==> src/rtl/vid_arb_pkg.sv <==
// vid_arb_pkg: shared state encoding, default widths and clog2 helper for the vid access arbiter.
package vid_arb_pkg;
    typedef enum logic [1:0] {IDLE, ISSUE, WAIT, RESP} state_t;
    localparam int VID_W_DEF = 14;
    localparam int DATA_W_DEF = 32;
    function automatic int clog2(input int n);
        int r = 0;
        while ((1 << r) < n) r++;
        return r;
    endfunction
endpackage

==> src/rtl/rr_pick.sv <==
// rr_pick: combinational round-robin picker; first valid requester at or after ptr, wrapping at NREQ.
module rr_pick import vid_arb_pkg::*; #(
    parameter int NREQ = 2,
    parameter int PW = clog2(NREQ)
) (
    input  logic [NREQ-1:0] valid_i,
    input  logic [PW-1:0]   ptr_i,
    output logic [NREQ-1:0] grant_o,
    output logic [PW-1:0]   idx_o,
    output logic            any_o
);
    logic [PW-1:0] j;
    // Scan from farthest to nearest so the candidate closest to ptr is assigned last.
    always_comb begin
        idx_o = '0;
        j = '0;
        for (int k = NREQ - 1; k >= 0; k--) begin
            j = PW'((int'(ptr_i) + k) % NREQ);
            if (valid_i[j]) idx_o = j;
        end
    end
    assign any_o = |valid_i;
    assign grant_o = any_o ? NREQ'(1) << idx_o : '0;
endmodule

==> src/rtl/vid_access_arbiter.sv <==
// vid_access_arbiter: serialises NREQ requesters onto one engine vid access port, round-robin.
// Define ARB_TIMEOUT_EN to abort a WAIT after TIMEOUT stalled cycles with rsp_err.
module vid_access_arbiter import vid_arb_pkg::*; #(
    parameter int NREQ    = 2,
    parameter int VID_W   = VID_W_DEF,
    parameter int DATA_W  = DATA_W_DEF,
    parameter int TIMEOUT = 255
) (
    input  logic                     clk,
    input  logic                     rst,
    input  logic [NREQ-1:0]          req_valid,
    input  logic [NREQ-1:0]          req_write,
    input  logic [NREQ*VID_W-1:0]    req_vid,
    input  logic [NREQ*DATA_W-1:0]   req_wdata,
    output logic [NREQ-1:0]          req_ready,
    output logic [NREQ-1:0]          rsp_valid,
    output logic [DATA_W-1:0]        rsp_rdata,
    output logic                     rsp_err,
    output logic                     busy,
    output logic                     eng_read,
    output logic                     eng_write,
    output logic [VID_W-1:0]         eng_vid,
    output logic [DATA_W-1:0]        eng_in,
    input  logic [DATA_W-1:0]        eng_out,
    input  logic                     eng_wait
);
    localparam int PW = clog2(NREQ);
    if (NREQ < 2 || NREQ > 8 || TIMEOUT < 1) begin : g_cfg_err
        $error("vid_access_arbiter: NREQ must be 2..8 and TIMEOUT >= 1");
    end
    state_t              state_q, state_d;
    logic [PW-1:0]       ptr_q, ptr_d, win_q, win_d, pick_idx;
    logic [NREQ-1:0]     pick_grant;
    logic                pick_any;
    logic                wr_q, wr_d;
    logic [VID_W-1:0]    vid_q, vid_d;
    logic [DATA_W-1:0]   wdata_q, wdata_d, rdata_q, rdata_d;
`ifdef ARB_TIMEOUT_EN
    localparam int CW = clog2(TIMEOUT + 1);
    logic [CW-1:0]       cnt_q, cnt_d;
    logic                err_q, err_d;
`endif
    rr_pick #(.NREQ(NREQ), .PW(PW)) u_pick (
        .valid_i(req_valid),
        .ptr_i  (ptr_q),
        .grant_o(pick_grant),
        .idx_o  (pick_idx),
        .any_o  (pick_any)
    );
    always_comb begin
        state_d = state_q;
        ptr_d   = ptr_q;
        win_d   = win_q;
        wr_d    = wr_q;
        vid_d   = vid_q;
        wdata_d = wdata_q;
        rdata_d = rdata_q;
`ifdef ARB_TIMEOUT_EN
        cnt_d   = cnt_q;
        err_d   = err_q;
`endif
        unique case (state_q)
            IDLE: if (pick_any) begin
                state_d = ISSUE;
                win_d   = pick_idx;
                wr_d    = req_write[pick_idx];
                vid_d   = req_vid[pick_idx*VID_W +: VID_W];
                wdata_d = req_wdata[pick_idx*DATA_W +: DATA_W];
            end
            ISSUE: begin
                state_d = WAIT;
`ifdef ARB_TIMEOUT_EN
                cnt_d   = '0;
`endif
            end
            WAIT: if (!eng_wait) begin
                state_d = RESP;
                rdata_d = wr_q ? '0 : eng_out;
`ifdef ARB_TIMEOUT_EN
                err_d   = 1'b0;
            end else if (cnt_q == CW'(TIMEOUT)) begin
                state_d = RESP;
                rdata_d = '0;
                err_d   = 1'b1;
            end else begin
                cnt_d   = cnt_q + 1'b1;
`endif
            end
            RESP: begin
                state_d = IDLE;
                ptr_d   = (win_q == PW'(NREQ - 1)) ? '0 : win_q + 1'b1;
            end
            default: state_d = IDLE;
        endcase
    end
    always_ff @(posedge clk) begin
        if (rst) begin
            state_q <= IDLE;
            ptr_q   <= '0;
            win_q   <= '0;
            wr_q    <= 1'b0;
            vid_q   <= '0;
            wdata_q <= '0;
            rdata_q <= '0;
`ifdef ARB_TIMEOUT_EN
            cnt_q   <= '0;
            err_q   <= 1'b0;
`endif
        end else begin
            state_q <= state_d;
            ptr_q   <= ptr_d;
            win_q   <= win_d;
            wr_q    <= wr_d;
            vid_q   <= vid_d;
            wdata_q <= wdata_d;
            rdata_q <= rdata_d;
`ifdef ARB_TIMEOUT_EN
            cnt_q   <= cnt_d;
            err_q   <= err_d;
`endif
        end
    end
    // Grant is combinational in IDLE but suppressed while reset is held.
    assign req_ready = (state_q == IDLE && !rst) ? pick_grant : '0;
    assign rsp_valid = (state_q == RESP) ? NREQ'(1) << win_q : '0;
    assign rsp_rdata = rdata_q;
`ifdef ARB_TIMEOUT_EN
    assign rsp_err   = err_q;
`else
    assign rsp_err   = 1'b0;
`endif
    assign busy      = state_q != IDLE;
    assign eng_read  = state_q == ISSUE && !wr_q;
    assign eng_write = state_q == ISSUE && wr_q;
    assign eng_vid   = vid_q;
    assign eng_in    = wdata_q;
endmodule

==> config.mk <==
export PLATFORM = sky130hd
export DESIGN_NAME = vid_access_arbiter
export DESIGN_NICKNAME = d
export VERILOG_FILES = /design/src/rtl/vid_arb_pkg.sv /design/src/rtl/rr_pick.sv /design/src/rtl/vid_access_arbiter.sv
export SDC_FILE = /design/constraint.sdc
export NUM_CORES = 1
export LEC_CHECK = 0
export CAP_MARGIN = 20
export CORE_UTILIZATION = 35
export DETAILED_ROUTE_END_ITERATION = 12
export PLACE_DENSITY = 0.77
export SYNTH_ARGS = -nofsm -noshare
export SYNTH_HDL_FRONTEND = slang
export SYNTH_SLANG_ARGS = --single-unit
==> constraint.sdc <==
create_clock -name clk -period 1.4 [get_ports clk]
set_input_delay 0.21 -clock clk [delete_from_list [all_inputs] [get_ports clk]]
set_output_delay 0.21 -clock clk [all_outputs]
set_load 0.05 [all_outputs]
==> results of run 1 <==
## worst max path at each step
| stage | from | depth (start not counted) | slack, ns | endpoint |
|---|---|---|---|---|
| final | state_q[1] | 5 | -0.20 | req_ready[0] |
| after global routing | state_q[1] | 5 | -0.27 | req_ready[0] |
| after CTS | state_q[1] | 5 | -0.20 | req_ready[0] |
| after detailed placement | req_valid[0] | 5 | -0.32 | eng_in[13] |
| after global placement | req_valid[0] | 5 | -0.23 | eng_in[10] |
| after floorplan | state_q[0] | 4 | -0.13 | req_ready[0] |
## metrics by stage
step                      setup TNS (ns)  setup slack, ns
after floorplan                   -0.125           -0.125
after global placement            -10.24           -0.233
after detailed placement          -13.23           -0.319
after CTS                          -6.20           -0.203
after global routing              -11.59           -0.269
final                              -6.56           -0.199
## where the power goes
group | switching, mW | leakage (nW) | internal, mW
sequential | 0.732 | 0.682 | 3.03
clock | 0.921 | 0.0855 | 0.709
combinational | 4.35 | 1.95 | 4.21
## layout make-up
type                    instances  area [sq um]
flip-flops and latches         83          1660
clock buffers                  10           138
inverters                       4          17.5
fillers                       802          3330
multi-input cells             314          2100
clock inverters                 6          48.8
well taps                     140           175
repair buffers                249          3410
## flip-flops by register name (all words and copies together), names as in the netlist
signal	count
eng_in	32
eng_vid	14
ptr_q	1
rsp_rdata	32
state_q	2
win_q	1
wr_q	1
## worst reg2reg max path, cell delays in order, from the launching register on
cell and delay (ns):
dfxtp_2 0.34, inv_2 0.08, ha_4 0.17, buf_6 0.11, o21a_4 0.24, buf_4 0.21
nor2_1 0.06, a311oi_1 0.24
## placed cells by master (no fill, tap or decap), types with 2 or more instances in the layout
cell,Yosys,final
clkdlybuf4s50_1,0,127
dfxtp_2,0,2
ha_4,0,3
clkbuf_8,0,10
buf_12,0,92
nor2b_4,0,3
o21ai_0,18,17
a311oi_2,30,31
nand2_1,33,33
nand3b_1,32,32
inv_6,0,2
dfxtp_1,83,81
bufbuf_16,0,2
buf_4,11,21
and2_4,0,2
nand3_1,48,47
a21oi_1,33,32
a311oi_1,17,16
buf_6,4,4
nor2_1,51,50
o21ai_1,30,30
nand2b_1,3,3
clkinvlp_4,0,3
inv_2,1,3
## metal layers
layer | share of wire [%] | vias up | track usage, % | routed length (um)
li1 | - | 2047 | - | -
met3 | 7.5 | 19 | 6.03 | 1010
met5 | 0 | - | 0 | 0
met1 | 39 | 2006 | 26.1 | 5240
met2 | 52 | 178 | 41.0 | 6950
met4 | 1.9 | 0 | 8.71 | 253
## Yosys cell counts (2+ instances only)
cell and count:
o21ai_1 30, buf_1 2, ha_1 4, o21ai_0 18, nand2b_1 3, a311oi_2 30
inv_1 3, nand3_1 48, nor2_1 51, dfxtp_1 83, buf_4 11, a311oi_1 17
and2_1 2, buf_6 4, nor2b_1 4, nand3b_1 32, buf_2 12, clkbuf_1 21
a21oi_1 33, nand2_1 33
## kinds of logic after synthesis
kind of cell               synth area share [%]
and+or+nand+nor                            22.1
AOI/OAI and AO/OA                          26.6
DFF                                        42.2
buffers and inverters                      7.47
adders and majority gates                  1.27
muxes                                     0.254
other                                    0.0953
## timing repair
item | 4_1_cts | 5_1_grt
pin swaps | 3 | 1
setup endpoints to repair | 64 | 86
resized for setup | 26 | 5
gates cloned | 2 | 0
setup buffers | 4 | 1
==> results.json, run 1 <==
{
  "drive_gt1_share_pct": 28.7,
  "crit_type": "flop to output port",
  "drc_errors": 0,
  "cpLargestDelayFamily": "flip-flops",
  "worst_hold_slack_ns": 0.144,
  "min_from": "rst",
  "final_area_sq_um": 7560,
  "whs_endpoint": "win_q",
  "fin_crit_sh_pct": 114,
  "total_power_mw": 14.0,
  "gp_congestion": 0.746,
  "start_util_pct": 36.1,
  "layout_min_cycle_time_ns": 1.60,
  "setup_viol": 71,
  "synthArstFlopShare_pct": 0,
  "worst_hold_path_type": "input pin to flop",
  "power.leakage_nw": 2.71,
  "wl_per_cell_um": 16.7,
  "cts_hold_buf": 0,
  "fin_cells": 806,
  "worst_setup_path_start_kind": "flop",
  "io_buffer_count": 215,
  "worstReg2RegEnd": "eng_in[7]",
  "place_area_sq_um": 7160,
  "cp_slowest_cell": "dfxtp_2",
  "yosysWarnings": 0,
  "ios": 217,
  "crit_arrival_ns": 1.39,
  "worst_ep_required_time_ns": 1.19,
  "dieHeight_um": 108,
  "cts_tree": "done",
  "reg2regPathDepth": 7,
  "yosys.area.top_type_share_pct": 42.2,
  "grt_pass1_wl_mm": 21.0,
  "die_w_um": 108,
  "ys_types": 31,
  "fp-row-count": 38,
  "vias_per_cell": 5.27,
  "violations": "negative setup slack",
  "synth_area_sq_um": 3930,
  "drt.antenna.violating_nets": 0,
  "antennaDiodeCount": 0,
  "worstPathCellList": "inv_2, ha_4, o21ai_2, a211oi_4, buf_12",
  "synth.net_count": 587,
  "finalWirelength_mm": 13.5,
  "vias": 4250,
  "worstPathMaxFanout": 4,
  "numCtsBuffers": 9,
  "postSynthAreaPerCell_sq_um": 8.70,
  "synth-edff-count": 0,
  "clk_pin_slew_ns": 0.09,
  "status": "finished, violations left",
  "pwr_density_cell_nw_per_um2": 1850,
  "drt_iter0_drc": 378,
  "fp.dieArea_sq_um": 11700,
  "hpwl_mm": 9.60,
  "worst_slack_ns": -0.199,
  "crit_buf_inv": 2,
  "core-area_sq_um": 10900,
  "maxCapViolCount": 0,
  "cpPeakStageDelay_ns": 0.34,
  "synth-seq-cells": 83,
  "skew_ns": 0.0171,
  "clock_path_buffers": 2,
  "clock-sinks": 83,
  "drt_pre_antenna_iters": 4,
  "rsz0062_at_grt": "true",
  "clock_latency_ns": 0.35,
  "antenna_found_initial": 0,
  "area_growth_pct": 92.1,
  "yosysSeqAreaShare_pct": 42.2,
  "ir_drop_uv": 1080,
  "synthTopCellsByArea": "dfxtp_1 42%, a311oi_2 11%, nand3_1 6.1%",
  "grt_max_degree": 80,
  "final_max_slew_viol_count": 0,
  "finalHoldViolations": 0,
  "grt_overflow": 0,
  "root_buffer": "clkbuf_8",
  "synth_ff_type": "dfxtp_1",
  "dp.cells": 784,
  "rr_startpoint": "state_q[1]",
  "min_delay_path_depth": 2,
  "fmax_ghz": 0.625,
  "endpoint_kind": "output port",
  "reg2reg_slack_ns": -0.13,
  "grt_usage_pct": 23.0,
  "yosys.area.top_type": "dfxtp_1",
  "nets": 796,
  "htree_levels": 3,
  "final_util_pct": 69.4,
  "synth_cells": 452,
  "grt_pass1_vias": 4296
}
No activity file was read; power rests on OpenSTA's default activity.
==> inputs of run 2 (changes only) <==
--- a/config.mk
+++ b/config.mk
@@ -5,6 +5,7 @@
 export SDC_FILE = /design/constraint.sdc
 export NUM_CORES = 1
 export LEC_CHECK = 0
+export ABC_CLOCK_PERIOD_IN_PS = 1400
 export CAP_MARGIN = 20
 export CORE_UTILIZATION = 35
 export DETAILED_ROUTE_END_ITERATION = 12
==> results of run 2 <==
The final DEF is identical to that of run 1; final timing and power are the same.
==> inputs of run 3 (changes only) <==
--- a/config.mk
+++ b/config.mk
@@ -7,9 +7,10 @@
 export LEC_CHECK = 0
 export ABC_CLOCK_PERIOD_IN_PS = 1400
 export CAP_MARGIN = 20
-export CORE_UTILIZATION = 35
+export CORE_UTILIZATION = 34
 export DETAILED_ROUTE_END_ITERATION = 12
-export PLACE_DENSITY = 0.77
+export PLACE_DENSITY = 0.76
 export SYNTH_ARGS = -nofsm -noshare
 export SYNTH_HDL_FRONTEND = slang
+export SYNTH_HIERARCHICAL = 1
 export SYNTH_SLANG_ARGS = --single-unit
==> run 3 against run 2 <==
Effect of this change:
- count of clock-buffer cells in the layout rose by 1
- the flow still finishes with violations (negative setup slack)
- first-iteration DRC count is 66% lower
- non-clock buffer count grew 8
- fmax up 1.1%
- critical path depth rose by 3
- critical endpoint is now eng_in[6]
- largest cell class unchanged
- sequential power barely moved
==> results.json, run 3 <==
{
  "worst_setup_path_start_kind": "flop",
  "drc_errors": 0,
  "root_buffer": "clkbuf_8",
  "final_max_slew_viol_count": 0,
  "synth.net_count": 525,
  "seq_area_sq_um": 1670,
  "area_growth_pct": 113,
  "numCtsBuffers": 9,
  "endpoint_kind": "flop",
  "rsz0062_at_grt": "true",
  "dp.cells": 720,
  "worst_ep_required_time_ns": 1.66,
  "fin_cells": 764,
  "pwr_density_cell_nw_per_um2": 1880,
  "ios": 217,
  "crit_type": "flop to flop",
  "layout_commonest_cell": "clkdlybuf4s50_1",
  "worst_hold_path_type": "input pin to flop",
  "synthTopCellsByCount": "83 x dfxtp_1, 50 x nor2_1, 49 x mux2i_1",
  "antenna_found_initial": 0,
  "yosysWarnings": 6,
  "grt_pass1_wl_mm": 19.1,
  "finalWirelength_mm": 13.6,
  "cpPeakStageDelay_ns": 0.35,
  "synth_cells": 390,
  "synthTopCellsByArea": "dfxtp_1 45%, mux2i_1 13%, a211oi_1 7.2%",
  "synth_area_sq_um": 3730,
  "fmax_ghz": 0.632,
  "finalHoldViolations": 0,
  "violations": "negative setup slack",
  "worstPathMaxFanout": 5,
  "drive_gt1_share_pct": 37.6,
  "final_cell_mix": "127 x clkdlybuf4s50_1, 95 x buf_12, 80 x dfxtp_1",
  "drt_pre_antenna_iters": 4,
  "crit_arrival_ns": 1.85,
  "tns_ns": -7.18,
  "place_ws_ns": -0.388,
  "dieHeight_um": 107,
  "fp-row-count": 37,
  "setup_viol": 81,
  "fp.dieArea_sq_um": 11400,
  "grt_max_degree": 54,
  "cp_common_cell": "buf_4",
  "hpwl_mm": 8.55,
  "layout_min_cycle_time_ns": 1.58,
  "nets": 758,
  "ys_types": 28,
  "maxCapViolCount": 0,
  "vias": 3869,
  "grt_overflow": 0,
  "synth_ff_type": "dfxtp_1",
  "grt_pass1_vias": 3780,
  "multiInputGateArea_sq_um": 2190,
  "synth-seq-cells": 83,
  "ir_drop_uv": 1170,
  "worst_slack_ns": -0.182,
  "final_util_pct": 75.9,
  "core-area_sq_um": 10500,
  "drt.antenna.violating_nets": 0,
  "gp_congestion": 0.768,
  "synth-edff-count": 0,
  "yosys.area.top_type": "dfxtp_1",
  "reg2regPathDepth": 8,
  "io_buffer_count": 215,
  "power.leakage_nw": 2.98,
  "cts_tree": "done",
  "fin_crit_sh_pct": 113,
  "vias_per_cell": 5.06,
  "wl_per_cell_um": 17.8,
  "clock_path_buffers": 2,
  "cp_slowest_cell": "dfxtp_2",
  "start_util_pct": 35.7,
  "htree_levels": 3,
  "status": "finished, violations left",
  "postSynthAreaPerCell_sq_um": 9.57,
  "die_w_um": 107,
  "grt_usage_pct": 21.5,
  "antennaDiodeCount": 0,
  "drt_iter0_drc": 130,
  "min_delay_path_depth": 3,
  "skew_ns": 0.00826,
  "yosysSeqAreaShare_pct": 44.5,
  "yosys.area.top_type_share_pct": 44.5,
  "num-fill-cells": 677,
  "synth_most_common_cell": "dfxtp_1",
  "synthArstFlopShare_pct": 0,
  "clock_latency_ns": 0.35,
  "clk_pin_slew_ns": 0.08,
  "worstPathCellList": "inv_2, ha_4, buf_4, and2_4, buf_12, buf_16, buf_4, a211oi_2",
  "clock-sinks": 83
}
-- run 3: what timing repair did --
| item | in CTS | in global routing |
|---|---|---|
| setup endpoints to repair | 38 | 86 |
| setup buffers | 7 | 9 |
| hold buffers | 0 | 0 |
| pin swaps | 11 | 74 |
| gates cloned | 8 | 6 |
| gates resized for setup | 55 | 51 |
-- run 3: cells by family after synthesis --
kind of cell,synth area share [%]
AND/OR/NAND/NOR,16.9
AO/OA/AOI/OAI,16.5
flip-flops,44.5
multiplexers,13.1
buffers and inverters,7.44
adder cells (fa/ha/maj),1.34
other,0.100
-- run 3: worst max-delay path: cells and delay by family, from the launching register on --
family | cells | cell delay [ns]
buffers and inverters | 5 | 0.59
flip-flops | 1 | 0.35
AO/OA/AOI/OAI | 1 | 0.19
AND/OR/NAND/NOR | 1 | 0.18
adder cells (fa/ha/maj) | 1 | 0.17
-- run 3: layout make-up --
class	count	share of cell area, %
repair buffers	257	46.1
flip-flops and latches	83	21.0
clock buffers	11	1.91
multi-input cells	268	27.6
clock inverters	5	0.946
well taps	136	2.14
inverters	4	0.252
-- run 3: final timing paths --
kind | from | slack (ns) | to
worst max-delay path | state_q[0] | -0.18 | eng_in[6]
worst min-delay path | rst | 0.43 | win_q
worst max register to register | state_q[0] | -0.18 | eng_in[6]
worst min register to register | rsp_rdata[4] | 0.50 | rsp_rdata[4]
-- run 3: metrics by stage --
stage	hold slack [ns]	cell area, sq um	power, mW
4_1_cts	0.419	7560	14.5
2_1_floorplan	0.374	3760	7.59
6_report	0.425	7940	14.9
3_5_place_dp	0.481	6880	11.5
5_1_grt	0.425	7940	15.5
3_3_place_gp	0.475	6880	11.3
-- run 3: power by group --
| part | leakage (nW) | switching, mW | internal, mW |
|---|---|---|---|
| Clock | 0.119 | 0.859 | 1.09 |
| Sequential | 0.683 | 0.728 | 3.03 |
| Combinational | 2.18 | 4.53 | 4.70 |
-- run 3: routing by layer --
| layer | global-route usage, % | routed length [um] | share of wire (%) |
|---|---|---|---|
| met4 | 8.12 | 227 | 1.7 |
| met1 | 23.4 | 5170 | 38 |
| met2 | 39.9 | 7340 | 54 |
| met5 | 0 | 0 | 0 |
| met3 | 5.35 | 885 | 6.5 |
